`src/rtl/pixel_packer.sv`:
```
// Packs PACK pixel nibbles popped from an async FIFO read port into
// one word and hands it to the framebuffer writer on valid/ready.
//
// Ports:
//   clock, reset     rising-edge clock, synchronous active-high reset
//   io_rdReq_en      pop request to the FIFO (combinational)
//   io_rdReq_data    popped nibble, qualified by io_rdReq_valid
//   io_rdReq_valid   data valid, one cycle after an accepted pop
//   io_empty         FIFO empty
//   io_flush         one-cycle request to emit a partial word
//   io_out_valid     output word valid
//   io_out_ready     downstream accepts the word
//   io_out_data      packed word, first nibble in the low bits
//   io_out_mask      per-nibble valid mask
//   io_words         words accepted downstream (wraps)
//
// Build option: define PIXEL_PACKER_FLUSH_EN to enable io_flush and
// the FLUSH state. Without it io_flush is ignored.

`timescale 1ns/1ps

module pixel_packer #(
  parameter int DATA_W = 4,
  parameter int PACK   = 4,
  parameter int CNT_W  = 16
) (
  input  logic                     clock,
  input  logic                     reset,
  output logic                     io_rdReq_en,
  input  logic [DATA_W-1:0]        io_rdReq_data,
  input  logic                     io_rdReq_valid,
  input  logic                     io_empty,
  input  logic                     io_flush,
  output logic                     io_out_valid,
  input  logic                     io_out_ready,
  output logic [PACK*DATA_W-1:0]   io_out_data,
  output logic [PACK-1:0]          io_out_mask,
  output logic [CNT_W-1:0]         io_words
);

  localparam int CW = $clog2(PACK + 1);
  localparam int W  = PACK * DATA_W;

  typedef enum logic [1:0] {
    FILL,
`ifdef PIXEL_PACKER_FLUSH_EN
    FLUSH,
`endif
    HOLD
  } state_t;

  state_t         state;
  logic [W-1:0]   pack_q;
  logic [CW-1:0]  cnt;
  logic           inflight;

  logic [CW-1:0]  cnt_sum;
  logic           capture;
  logic           last_nib;
  logic           out_free;
  logic           xfer;
  logic           load;
  logic [PACK-1:0] load_mask;

  // Reserved slots include the nibble already popped but not yet back.
  assign cnt_sum  = cnt + CW'(inflight);

  assign io_rdReq_en = !reset && (state == FILL) && !io_empty
                       && (cnt_sum < CW'(PACK));

  // A stray valid with nothing in flight (e.g. just after reset) is dropped.
  assign capture  = io_rdReq_valid && inflight && (cnt < CW'(PACK));
  assign last_nib = capture && (cnt == CW'(PACK - 1));
  assign out_free = !io_out_valid || io_out_ready;
  assign xfer     = io_out_valid && io_out_ready;

`ifdef PIXEL_PACKER_FLUSH_EN
  logic [PACK-1:0] part_mask;

  always_comb begin
    part_mask = '0;
    for (int i = 0; i < PACK; i++)
      part_mask[i] = (CW'(i) < cnt);
  end
`else
  logic unused_flush;
  assign unused_flush = io_flush;
`endif

  always_comb begin
    load      = 1'b0;
    load_mask = '1;
    case (state)
      HOLD: load = out_free;
`ifdef PIXEL_PACKER_FLUSH_EN
      FLUSH: begin
        if (!inflight && (cnt != '0) && out_free) begin
          load      = 1'b1;
          load_mask = part_mask;
        end
      end
`endif
      default: load = 1'b0;
    endcase
  end

  always_ff @(posedge clock) begin
    if (reset) begin
      state        <= FILL;
      pack_q       <= '0;
      cnt          <= '0;
      inflight     <= 1'b0;
      io_out_valid <= 1'b0;
      io_out_data  <= '0;
      io_out_mask  <= '0;
      io_words     <= '0;
    end else begin
      // A new pop in the same cycle as a return keeps one in flight.
      if (io_rdReq_en)
        inflight <= 1'b1;
      else if (io_rdReq_valid)
        inflight <= 1'b0;

      if (capture) begin
        for (int i = 0; i < PACK; i++)
          if (cnt == CW'(i))
            pack_q[i*DATA_W +: DATA_W] <= io_rdReq_data;
        cnt <= cnt + 1'b1;
      end

      if (xfer) begin
        io_out_valid <= 1'b0;
        io_words     <= io_words + 1'b1;
      end

      // Load wins over the transfer clear so valid stays high
      // when one word leaves and the next arrives together.
      if (load) begin
        io_out_valid <= 1'b1;
        io_out_data  <= pack_q;
        io_out_mask  <= load_mask;
        pack_q       <= '0;
        cnt          <= '0;
      end

      case (state)
        FILL: begin
          if (last_nib)
            state <= HOLD;
`ifdef PIXEL_PACKER_FLUSH_EN
          else if (io_flush)
            state <= FLUSH;
`endif
        end
        HOLD: begin
          if (load)
            state <= FILL;
        end
`ifdef PIXEL_PACKER_FLUSH_EN
        FLUSH: begin
          if (!inflight && ((cnt == '0) || out_free))
            state <= FILL;
        end
`endif
        default: state <= FILL;
      endcase
    end
  end

endmodule

```
`config.mk`:
```
export PLATFORM = sky130hd
export DESIGN_NAME = pixel_packer
export DESIGN_NICKNAME = d
export VERILOG_FILES = /design/src/rtl/pixel_packer.sv
export SDC_FILE = /design/constraint.sdc
export NUM_CORES = 1
export LEC_CHECK = 0
export BUFFER_PORTS_ARGS = -buffer_cell sky130_fd_sc_hd__buf_2
export CAP_MARGIN = 25
export CORE_MARGIN = 3
export CORE_UTILIZATION = 37
export CTS_BUF_LIST = sky130_fd_sc_hd__clkbuf_16
export CTS_CLUSTER_DIAMETER = 30
export DETAILED_ROUTE_END_ITERATION = 12
export PLACE_DENSITY = 0.56
export SLEW_MARGIN = 5
export SYNTH_ARGS = -nofsm -noshare
export SYNTH_HDL_FRONTEND = slang
export SYNTH_SLANG_ARGS = --single-unit
```
`constraint.sdc`:
```
create_clock -name clock -period 1.9 [get_ports clock]
set_clock_uncertainty 0.05 [all_clocks]
set_input_delay 0.38 -clock clock [delete_from_list [all_inputs] [get_ports clock]]
set_output_delay 0.38 -clock clock [all_outputs]
set_load 0.1 [all_outputs]
```
* Word-level counts from Yosys, hierarchy flattened
Cells that the tools add are included.
** Storage, ports and cells
- Flip-flop bits (word level) :: 56
** Cells by class
- $add $sub $neg :: 3
- Order comparisons :: 2
- Equality and inequality tests :: 6
- Multiplexer cells :: 8
- Reduce and logical (&&, ||, !) cells :: 21
** Operators with widths (count)
- 16-bit by 1-bit adder with 16-bit output (second input constant) :: 1
- 2-bit AND reduction :: 5
- 1-bit logical AND :: 7
- 3-bit by 2-bit == test with 1-bit output (second input constant) :: 2
- 3-bit less-than comparator (second input constant) :: 2
- 1-bit two-way mux :: 5
- 2-bit two-way mux :: 2
- 2-bit inequality test (second input constant) :: 2
- 2-bit case mux with 2 select lines :: 1
- 2-bit nonzero test :: 2
- 3-bit by 1-bit adder with 3-bit output :: 1
- 3-bit by 1-bit adder with 3-bit output (second input constant) :: 1
- 3-bit by 1-bit == test with 1-bit output (second input constant) :: 1
- 1-bit zero test :: 3
- 3-bit zero test :: 1
- 2-bit by 1-bit == test with 1-bit output (second input constant) :: 1
- 2-bit zero test :: 1
- 2-bit OR reduction :: 1
- 1-bit logical OR :: 1

* Longest topological paths before layout
Gate-level depths: netlist of run 1.
- Depth after elaboration :: 5
- Depth in mapped cells :: 6
- Mapped depth without buffers :: 5

* Least setup slack after synthesis of run 1
OpenSTA, ideal clock, no wires.
- Path type :: flip-flop to output port
- From :: register cnt[0]
- To :: output port io_rdReq_en
- Arrival time :: 2185 ps
- Setup slack :: -715 ps
- Cell stages (with the launch flop) :: 5
- Cell sequence :: dfxtp_1 nand3_1 xnor2_1 or3_1 nor2_1
** On the way
- Word-level cells in the longest chain between the ends :: 3
** RTL lines
- from (decl) :: RTL line 54 : logic [CW-1:0] cnt;
- from (signal assigned) :: RTL line 128 : cnt <= cnt + 1'b1;
- 3-bit by 1-bit adder with 3-bit output :: RTL line 66 : assign cnt_sum = cnt + CW'(inflight);
- 3-bit less-than comparator :: RTL line 69 : && (cnt_sum < CW'(PACK));
- 1-bit logical AND :: RTL line 69
- to (decl) :: RTL line 29 : output logic io_rdReq_en,
No other way between the ends.

* Worst setup path after layout of run 1
- From :: register cnt[1]
- To :: output port io_rdReq_en
Same word-level chain as after synthesis.

==> out/metrics.yaml, run 1 <==
outcome:
  status: "finished with violations"
  failed_checks: "setup timing"
power_and_ir_drop:
  finalPower_uw: 2138
  leakage_uw: 0.001059
  ir_drop_mv: 0.4129
  powerDensity_nw_per_um2: 784.1
setup_path:
  cp-end-kind: "output pin"
  start_kind: "flop"
  rrSetupSlack_ns: 0.41
  cp_slowest_cell: "or3_4"
  cp.required_ns: 1.47
  worst-setup-path-type: "reg -> out"
  crit_path_max_fanout: 2
  r2r_end: "io_words[14]"
  path_cells: "nand3_2 > xnor2_1 > or3_4 > nor2_4 > buf_12"
  cp.arrival_ns: 1.48
  timing.rr.start: "io_words[0]"
  crit_path_max_incr_delay_ns: 0.35
  r2r_cells: 5
synthesis:
  synth_seq_cells: 55
  synth-xor-area-share: 0.05556
  synth_seq_area_share: 0.4989
  yosys.area.top_type_share: 0.4989
  syn_area_per_cell_um2: 8.329
  synth_compound_gate_area_share: 0.09637
  synth_area_um2: 2207
  synth_ff_type: "dfxtp_1"
  synth_cells: 265
  synth_edf_count: 0
  synth.distinct_cells: 28
  synth-simple-area-share: 0.2613
  yosysWarnings: 0
  syn_nets: 281
  yosysTopAreaCell: "dfxtp_1"
  synth.area.mux_share: 0.009637
  synth_top_family_by_area: "simple AND/OR/NAND/NOR gates"
  synth_fa_ha_area_frac: 0.03401
  synth_area_leaders: "dfxtp_1, nand2_1, a21oi_1"
  synth.most_common_cell: "nand2_1"
  async_reset_ff_frac: 0
  synth.cells.most_frequent: "nand2_1, dfxtp_1, a21oi_1, nand3_1, nor2_1"
detailed_routing:
  first_pass_iters: 4
  wirelength_um: 4544
  ant_nets: 0
  drc: 0
  vias_per_cell: 4.804
  avgRoutedWirePerCell_um: 11.74
  vias: 1859
  drt_iter0_markers: 28
floorplan:
  die_y_um: 83.24
  dieArea_um2: 6928
  floorplan.die.width_um: 83.24
  rows: 27
  ios: 48
  start_util: 0.3912
  core_um2: 5642
place:
  io_buffers: 46
  hpwlAfterDp_um: 3454
  preCtsSetupSlack_ns: 0.1546
  gp_congestion: 0.7511
  place_area_um2: 2560
  dpl.cell_count: 378
cells_and_area:
  layout-drive-gt1-share: 0.2730
  design_area_um2: 2726
  syn_to_final_growth_pct: 23.53
  diodes: 0
  final_nets: 330
  fin_cells: 387
  num-fill-cells: 562
timing:
  min_period_ns: 1.908
  fmax_mhz: 524.0
  slew_headroom: 0.6742
  hold_ws_ns: 0.3339
  period_share: 1.004
  rsz0062_at_grt: "yes"
  drv_slew: 0
  finalWorstSetupSlack_ns: -0.008289
  hold_viol: 0
  tightest_slew_ns: 0.4921
  finalSetupViolations: 1
job:
  drv_cap: 0
clocking:
  clk_pin_slew_ns: 0.07
  cts_tree: "done"
  clk_latency_ns: 0.28
  cts-root-buf: "clkbuf_16"
  clockBufferDepth: 2
  cts_buffers: 5
  cts_sinks: 55
  htree_num_levels: 2
grt:
  grt_pass1_vias: 1757
  grt_overflow: 0
  grt_pass1_wl_um: 7707
  grt_max_degree: 21
  antenna_found_initial: 0
  track_usage: 0.1307
worst_hold_path:
  hold_class: "in -> reg"
  holdPathEnd: "pack_q[2]"
  worstHoldPathCells: 3
  min_from: "io_rdReq_data[2]"
-- power by group --
group	switching, uW	internal (uW)	total, uW
Clock	391	486	877
Sequential	4.92	1160	1170
Combinational	61.5	34.2	95.7
Total	457	1680	2140
-- logic make-up after synthesis --
group | Yosys count
AOI/OAI and AO/OA | 41
xor gates and xnor gates | 14
adders and majority gates | 6
buffers and inverters | 21
DFF | 55
muxes | 2
and+or+nand+nor | 126
-- area by class of cell --
type | count | area (um2) | area share
multi-input cells | 189 | 1026 | 0.3763
clock inverters | 3 | 20.02 | 0.007343
clock buffers | 5 | 125.1 | 0.04589
well taps | 72 | 90.09 | 0.03304
inverters | 7 | 26.28 | 0.009637
flip-flops and latches | 55 | 1119 | 0.4103
repair buffers | 56 | 320.3 | 0.1175
-- state kept, by name (all words and copies together), names as in the netlist --
register	cells
io_out_mask	1
state	1
pack_q	16
io_out_data	16
inflight	1
io_out_valid	1
cnt	3
io_words	16
-- cell usage in the layout, fill, tap and decap left out, types with 2 or more instances in the layout --
master,netlist,layout
xor2_1,4,4
nand2_1,60,60
nor3_1,6,6
buf_4,3,10
buf_2,6,45
inv_1,7,7
dfxtp_2,0,14
nand4_1,5,5
nand3_1,22,21
a21oi_1,39,39
nor4_1,3,3
ha_1,6,6
xnor2_1,10,10
clkinvlp_4,0,2
clkbuf_16,0,5
nor2_1,19,18
a31o_2,2,2
nand2b_1,3,3
dfxtp_1,55,41
-- through the flow --
| step | TNS [ns] | util |
|---|---|---|
| after floorplan | 0 | - |
| after global placement | 0 | 0.4538 |
| after detailed placement | 0 | 0.4538 |
| after CTS | -0.02914 | 0.4833 |
| after global routing | -0.05141 | 0.4833 |
| final | -0.008289 | 0.4833 |
-- worst max-delay path by stage --
stage	slack [ns]	to	start
final	-0.008	io_rdReq_en	cnt[1]
after global routing	-0.05	io_rdReq_en	inflight
after CTS	-0.03	io_rdReq_en	inflight
after detailed placement	0.15	io_rdReq_en	cnt[1]
after global placement	0.17	io_rdReq_en	cnt[1]
after floorplan	0.02	io_words[13]	io_words[10]
-- metal layers --
metal  GRT usage  part of all wire  vias up
li1            -                 -      983
met1      0.1603              0.46      842
met2      0.2289              0.49       32
met3     0.03274             0.045        2
met4     0.03120            0.0042        0
met5           0                 0        -
-- repair_timing --
| item | in CTS | in global routing |
|---|---|---|
| resized for setup | 5 | 0 |
| setup buffers | 1 | 0 |
| endpoints found under the setup margin | 1 | 1 |
| hold buffers | 0 | 0 |
-- worst max-delay path: cells and delay by family (launching register included) --
kind / cells / cell delay, ns
buffers and inverters: 1 / 0.18
AND/OR/NAND/NOR: 3 / 0.55
flip-flops: 1 / 0.34
XOR/XNOR: 1 / 0.13
(Power assumes the default switching activity.)
==> inputs of run 2 (changes only) <==
--- a/config.mk
+++ b/config.mk
@@ -8,11 +8,11 @@
 export BUFFER_PORTS_ARGS = -buffer_cell sky130_fd_sc_hd__buf_2
 export CAP_MARGIN = 25
 export CORE_MARGIN = 3
-export CORE_UTILIZATION = 37
+export CORE_UTILIZATION = 53
 export CTS_BUF_LIST = sky130_fd_sc_hd__clkbuf_16
 export CTS_CLUSTER_DIAMETER = 30
 export DETAILED_ROUTE_END_ITERATION = 12
-export PLACE_DENSITY = 0.56
+export PLACE_DENSITY = 0.76
 export SLEW_MARGIN = 5
 export SYNTH_ARGS = -nofsm -noshare
 export SYNTH_HDL_FRONTEND = slang
==> out/metrics.yaml, run 2 (same netlist as run 1, synthesis figures left out) <==
setup_path:
  crit_path_max_fanout: 4
  cp_slowest_cell: "dfxtp_2"
  worst-setup-path-type: "reg -> out"
  timing.rr.start: "io_words[0]"
  path_cells: "nand3_2 > xnor2_1 > or3_4 > nor2_4 > buf_12"
  crit_path_max_incr_delay_ns: 0.35
  r2r_cells: 5
  cp.arrival_ns: 1.48
  rrSetupSlack_ns: 0.42
  cp.required_ns: 1.47
  start_kind: "flop"
  r2r_end: "io_words[14]"
  cp-end-kind: "output pin"
place:
  preCtsSetupSlack_ns: 0.1544
  gp_congestion: 0.7817
  dpl.cell_count: 352
  place_area_um2: 2515
  io_buffers: 46
  hpwlAfterDp_um: 3153
detailed_routing:
  wl_met2_um: 2030
  first_pass_iters: 4
  wl_met1_um: 2061
  drc: 0
  drt_iter0_markers: 97
  ant_nets: 0
  met3_length_um: 222
  avgRoutedWirePerCell_um: 12.16
  top_layer: "met4"
  wirelength_um: 4388
  vias_per_cell: 5.222
  vias: 1885
worst_hold_path:
  worstHoldPathCells: 3
  holdPathEnd: "pack_q[9]"
  hold_class: "in -> reg"
  min_from: "io_rdReq_data[1]"
clocking:
  clk_latency_ns: 0.28
  ctsHoldBuffers: 0
  cts-root-buf: "clkbuf_16"
  cts_sinks: 55
  cts_buffers: 5
  htree_num_levels: 2
  cts_tree: "done"
  clockBufferDepth: 2
  clk_pin_slew_ns: 0.06
timing:
  period_share: 1.007
  drv_slew: 0
  slew_headroom: 0.6727
  rsz0062_at_grt: "yes"
  finalSetupViolations: 1
  min_period_ns: 1.913
  hold_viol: 0
  tightest_slew_ns: 0.4943
  finalWorstSetupSlack_ns: -0.01346
  fmax_mhz: 522.6
floorplan:
  dieArea_um2: 4974
  start_util: 0.5768
  rows: 22
  ios: 48
  floorplan.die.width_um: 70.53
  die_y_um: 70.53
  core_um2: 3826
cells_and_area:
  num-fill-cells: 325
  reg_top3: "io_out_data: 16 flops, io_words: 16 flops, pack_q: 16 flops"
  final_cell_mix: "nand2_1, buf_2, dfxtp_1"
  layout-drive-gt1-share: 0.2620
  syn_to_final_growth_pct: 21.26
  design_area_um2: 2676
  final_common_cell: "nand2_1"
  final_nets: 329
  diodes: 0
  fin_cells: 361
power_and_ir_drop:
  ir_drop_mv: 0.5689
  powerDensity_nw_per_um2: 786.6
  finalPower_uw: 2105
  leakage_uw: 0.001055
grt:
  grt_pass1_wl_um: 7541
  antenna_found_initial: 0
  track_usage: 0.1853
  grt_pass1_vias: 1691
  grt_overflow: 0
  grt_max_degree: 28
outcome:
  status: "finished with violations"
  failed_checks: "setup timing"
job:
  drv_cap: 0
## run 2: routing by layer
layer,vias to the layer above,global-route usage
li1,982,-
met1,857,0.2460
met2,39,0.2942
met3,7,0.04119
met4,0,0.07516
met5,-,0
## run 2: repair_timing
item	CTS	global route
buffers inserted	1	1
setup endpoints to repair	1	1
pin swaps	0	0
resized for setup	4	0
## run 2: critical path: cells and delay by family (launching register included)
| family | cells | cell delay [ns] |
|---|---|---|
| buffers and inverters | 1 | 0.18 |
| AND/OR/NAND/NOR | 3 | 0.54 |
| flip-flops | 1 | 0.35 |
| XOR/XNOR | 1 | 0.13 |
## run 2: worst max path at each step
stage	start	to	slack [ns]
2_1_floorplan	io_words[10]	io_words[13]	0.02
3_3_place_gp	cnt[1]	io_rdReq_en	0.19
3_5_place_dp	cnt[1]	io_rdReq_en	0.15
4_1_cts	inflight	io_rdReq_en	-0.03
5_1_grt	inflight	io_rdReq_en	-0.07
6_report	inflight	io_rdReq_en	-0.01
## run 2: cell type report
type	count	area, um2	area share
inverter	7	26.28	0.009818
timing repair buffer	55	312.8	0.1169
tap	48	60.06	0.02244
clock buffer	5	125.1	0.04675
clock inverter	2	8.758	0.003273
multi-input combinational	189	1026	0.3834
sequential	55	1117	0.4175
## run 2: through the flow
stage | hold slack, ns | utilization | setup TNS (ns)
global route | 0.3372 | 0.6995 | -0.06600
CTS | 0.3275 | 0.6975 | -0.03128
detailed placement | 0.3944 | 0.6573 | 0
finish | 0.3341 | 0.6995 | -0.01346
floorplan | 0.3821 | - | 0
global placement | 0.3888 | 0.6573 | 0
## run 2: report_power, final
| part | switching [uW] | total [uW] | internal (uW) |
|---|---|---|---|
| Combinational | 62.3 | 96.8 | 34.5 |
| Clock | 369 | 843 | 474 |
| Sequential | 5.05 | 1170 | 1160 |
| Total | 436 | 2110 | 1670 |
==> inputs of run 3 (changes only) <==
==> constraint.sdc (replaced) <==
create_clock -name clock -period 2.1 [get_ports clock]
set_clock_uncertainty 0.05 [all_clocks]
set_input_delay 0.42 -clock clock [delete_from_list [all_inputs] [get_ports clock]]
set_output_delay 0.42 -clock clock [all_outputs]
set_load 0.1 [all_outputs]
==> out/metrics.yaml, run 3 (same netlist as run 1, synthesis figures left out) <==
setup_path:
  worst-setup-path-type: "reg -> out"
  cp.required_ns: 1.63
  crit_start: "cnt[1]"
  start_kind: "flop"
  crit_path_max_fanout: 5
  cp-end-kind: "output pin"
  timing.rr.start: "io_words[0]"
  cp.arrival_ns: 1.53
floorplan:
  start_util: 0.5768
  dieArea_um2: 4974
  core_um2: 3826
  floorplan.die.width_um: 70.53
  rows: 22
  ios: 48
  die_y_um: 70.53
clocking:
  clk_pin_slew_ns: 0.07
  cts_buffers: 5
  cts_sinks: 55
  cts-root-buf: "clkbuf_16"
  clockBufferDepth: 2
  htree_num_levels: 2
  cts_tree: "done"
  cts_setup_buffers: 0
  clk_latency_ns: 0.29
  ctsHoldBuffers: 0
power_and_ir_drop:
  powerDensity_nw_per_um2: 767.4
  finalPower_uw: 2053
  leakage_uw: 0.001051
  ir_drop_mv: 0.4778
timing:
  finalWorstSetupSlack_ns: 0.09537
  period_share: 0.9546
  tightest_slew_ns: 0.4989
  finalSetupViolations: 0
  slew_headroom: 0.6697
  fmax_mhz: 498.8
  hold_viol: 0
  drv_slew: 0
  min_period_ns: 2.005
  tns_ns: 0
  rsz0062_at_grt: "no"
grt:
  grt_overflow: 0
  antenna_found_initial: 0
  grt_max_degree: 26
  track_usage: 0.1901
  grt_pass1_vias: 1755
  grt_pass1_wl_um: 7741
worst_hold_path:
  hold_class: "in -> reg"
  min_from: "io_rdReq_data[0]"
detailed_routing:
  ant_nets: 0
  avgRoutedWirePerCell_um: 12.73
  first_pass_iters: 4
  vias: 1906
  drt_iter0_markers: 90
  vias_per_cell: 5.309
  drc: 0
  wirelength_um: 4571
place:
  io_buffers: 46
  preCtsSetupSlack_ns: 0.3065
  gp_congestion: 0.7610
  place_area_um2: 2501
  hpwlAfterDp_um: 3275
cells_and_area:
  utilization: 0.6992
  final_cell_mix: "nand2_1, dfxtp_1, buf_2"
  diodes: 0
  design_area_um2: 2675
  final_common_cell: "nand2_1"
  layout-drive-gt1-share: 0.2379
  final_nets: 326
  syn_to_final_growth_pct: 21.20
  reg_top3: "io_out_data: 16 flops, io_words: 16 flops, pack_q: 16 flops"
job:
  drv_cap: 0
outcome:
  status: "completed"
-- run 3: changes by cell type in the layout (fill, tap and decap cells not counted), sizes merged --
cell,change
bufinv,+1
buf,-3
-- run 3: area by class of cell --
class / instances / area (um2)
well taps: 48 / 60.06
multi-input cells: 189 / 1021
clock inverters: 3 / 38.79
repair buffers: 52 / 290.3
inverters: 7 / 26.28
clock buffers: 5 / 125.1
fillers: 343 / 1151
flip-flops and latches: 55 / 1114
-- run 3: power by group --
part	internal [uW]	switching, uW	total, uW
Combinational	27.6	53.1	80.7
Sequential	1050	6.03	1060
Clock	556	360	917
Total	1630	420	2050
-- run 3: routing by layer --
layer  track usage  share of wire  up-vias
li1              -              -      970
met1        0.2489           0.46      892
met2        0.3046           0.47       38
met3       0.05682          0.056        6
met4       0.05846          0.012        0
met5             0              0        -
-- run 3: path summary, 6_finish.rpt --
check        slack [ns]  cells past startpoint              end
min                0.36                      3        pack_q[0]
max                 0.1                      5      io_rdReq_en
min reg2reg        0.40                      2  io_out_data[14]
max reg2reg        0.58                      5     io_words[12]
-- run 3: critical path, cell delays in order (launching register included) --
cell     delay, ns
dfxtp_2       0.37
nand3_1       0.10
xnor2_1       0.14
or3_4         0.35
nor2_4        0.11
buf_12        0.18
-- run 3: stage by stage --
step,cells,hold slack (ns)
final,359,0.3629
after global routing,359,0.3705
after CTS,359,0.3587
after detailed placement,351,0.3940
after global placement,351,0.3905
after floorplan,265,0.3821
-- run 3: timing repair --
action / CTS / global route
endpoints found under the setup margin: 1 / 1
gates resized for setup: 1 / 3
hold endpoints to repair: 0 / 0
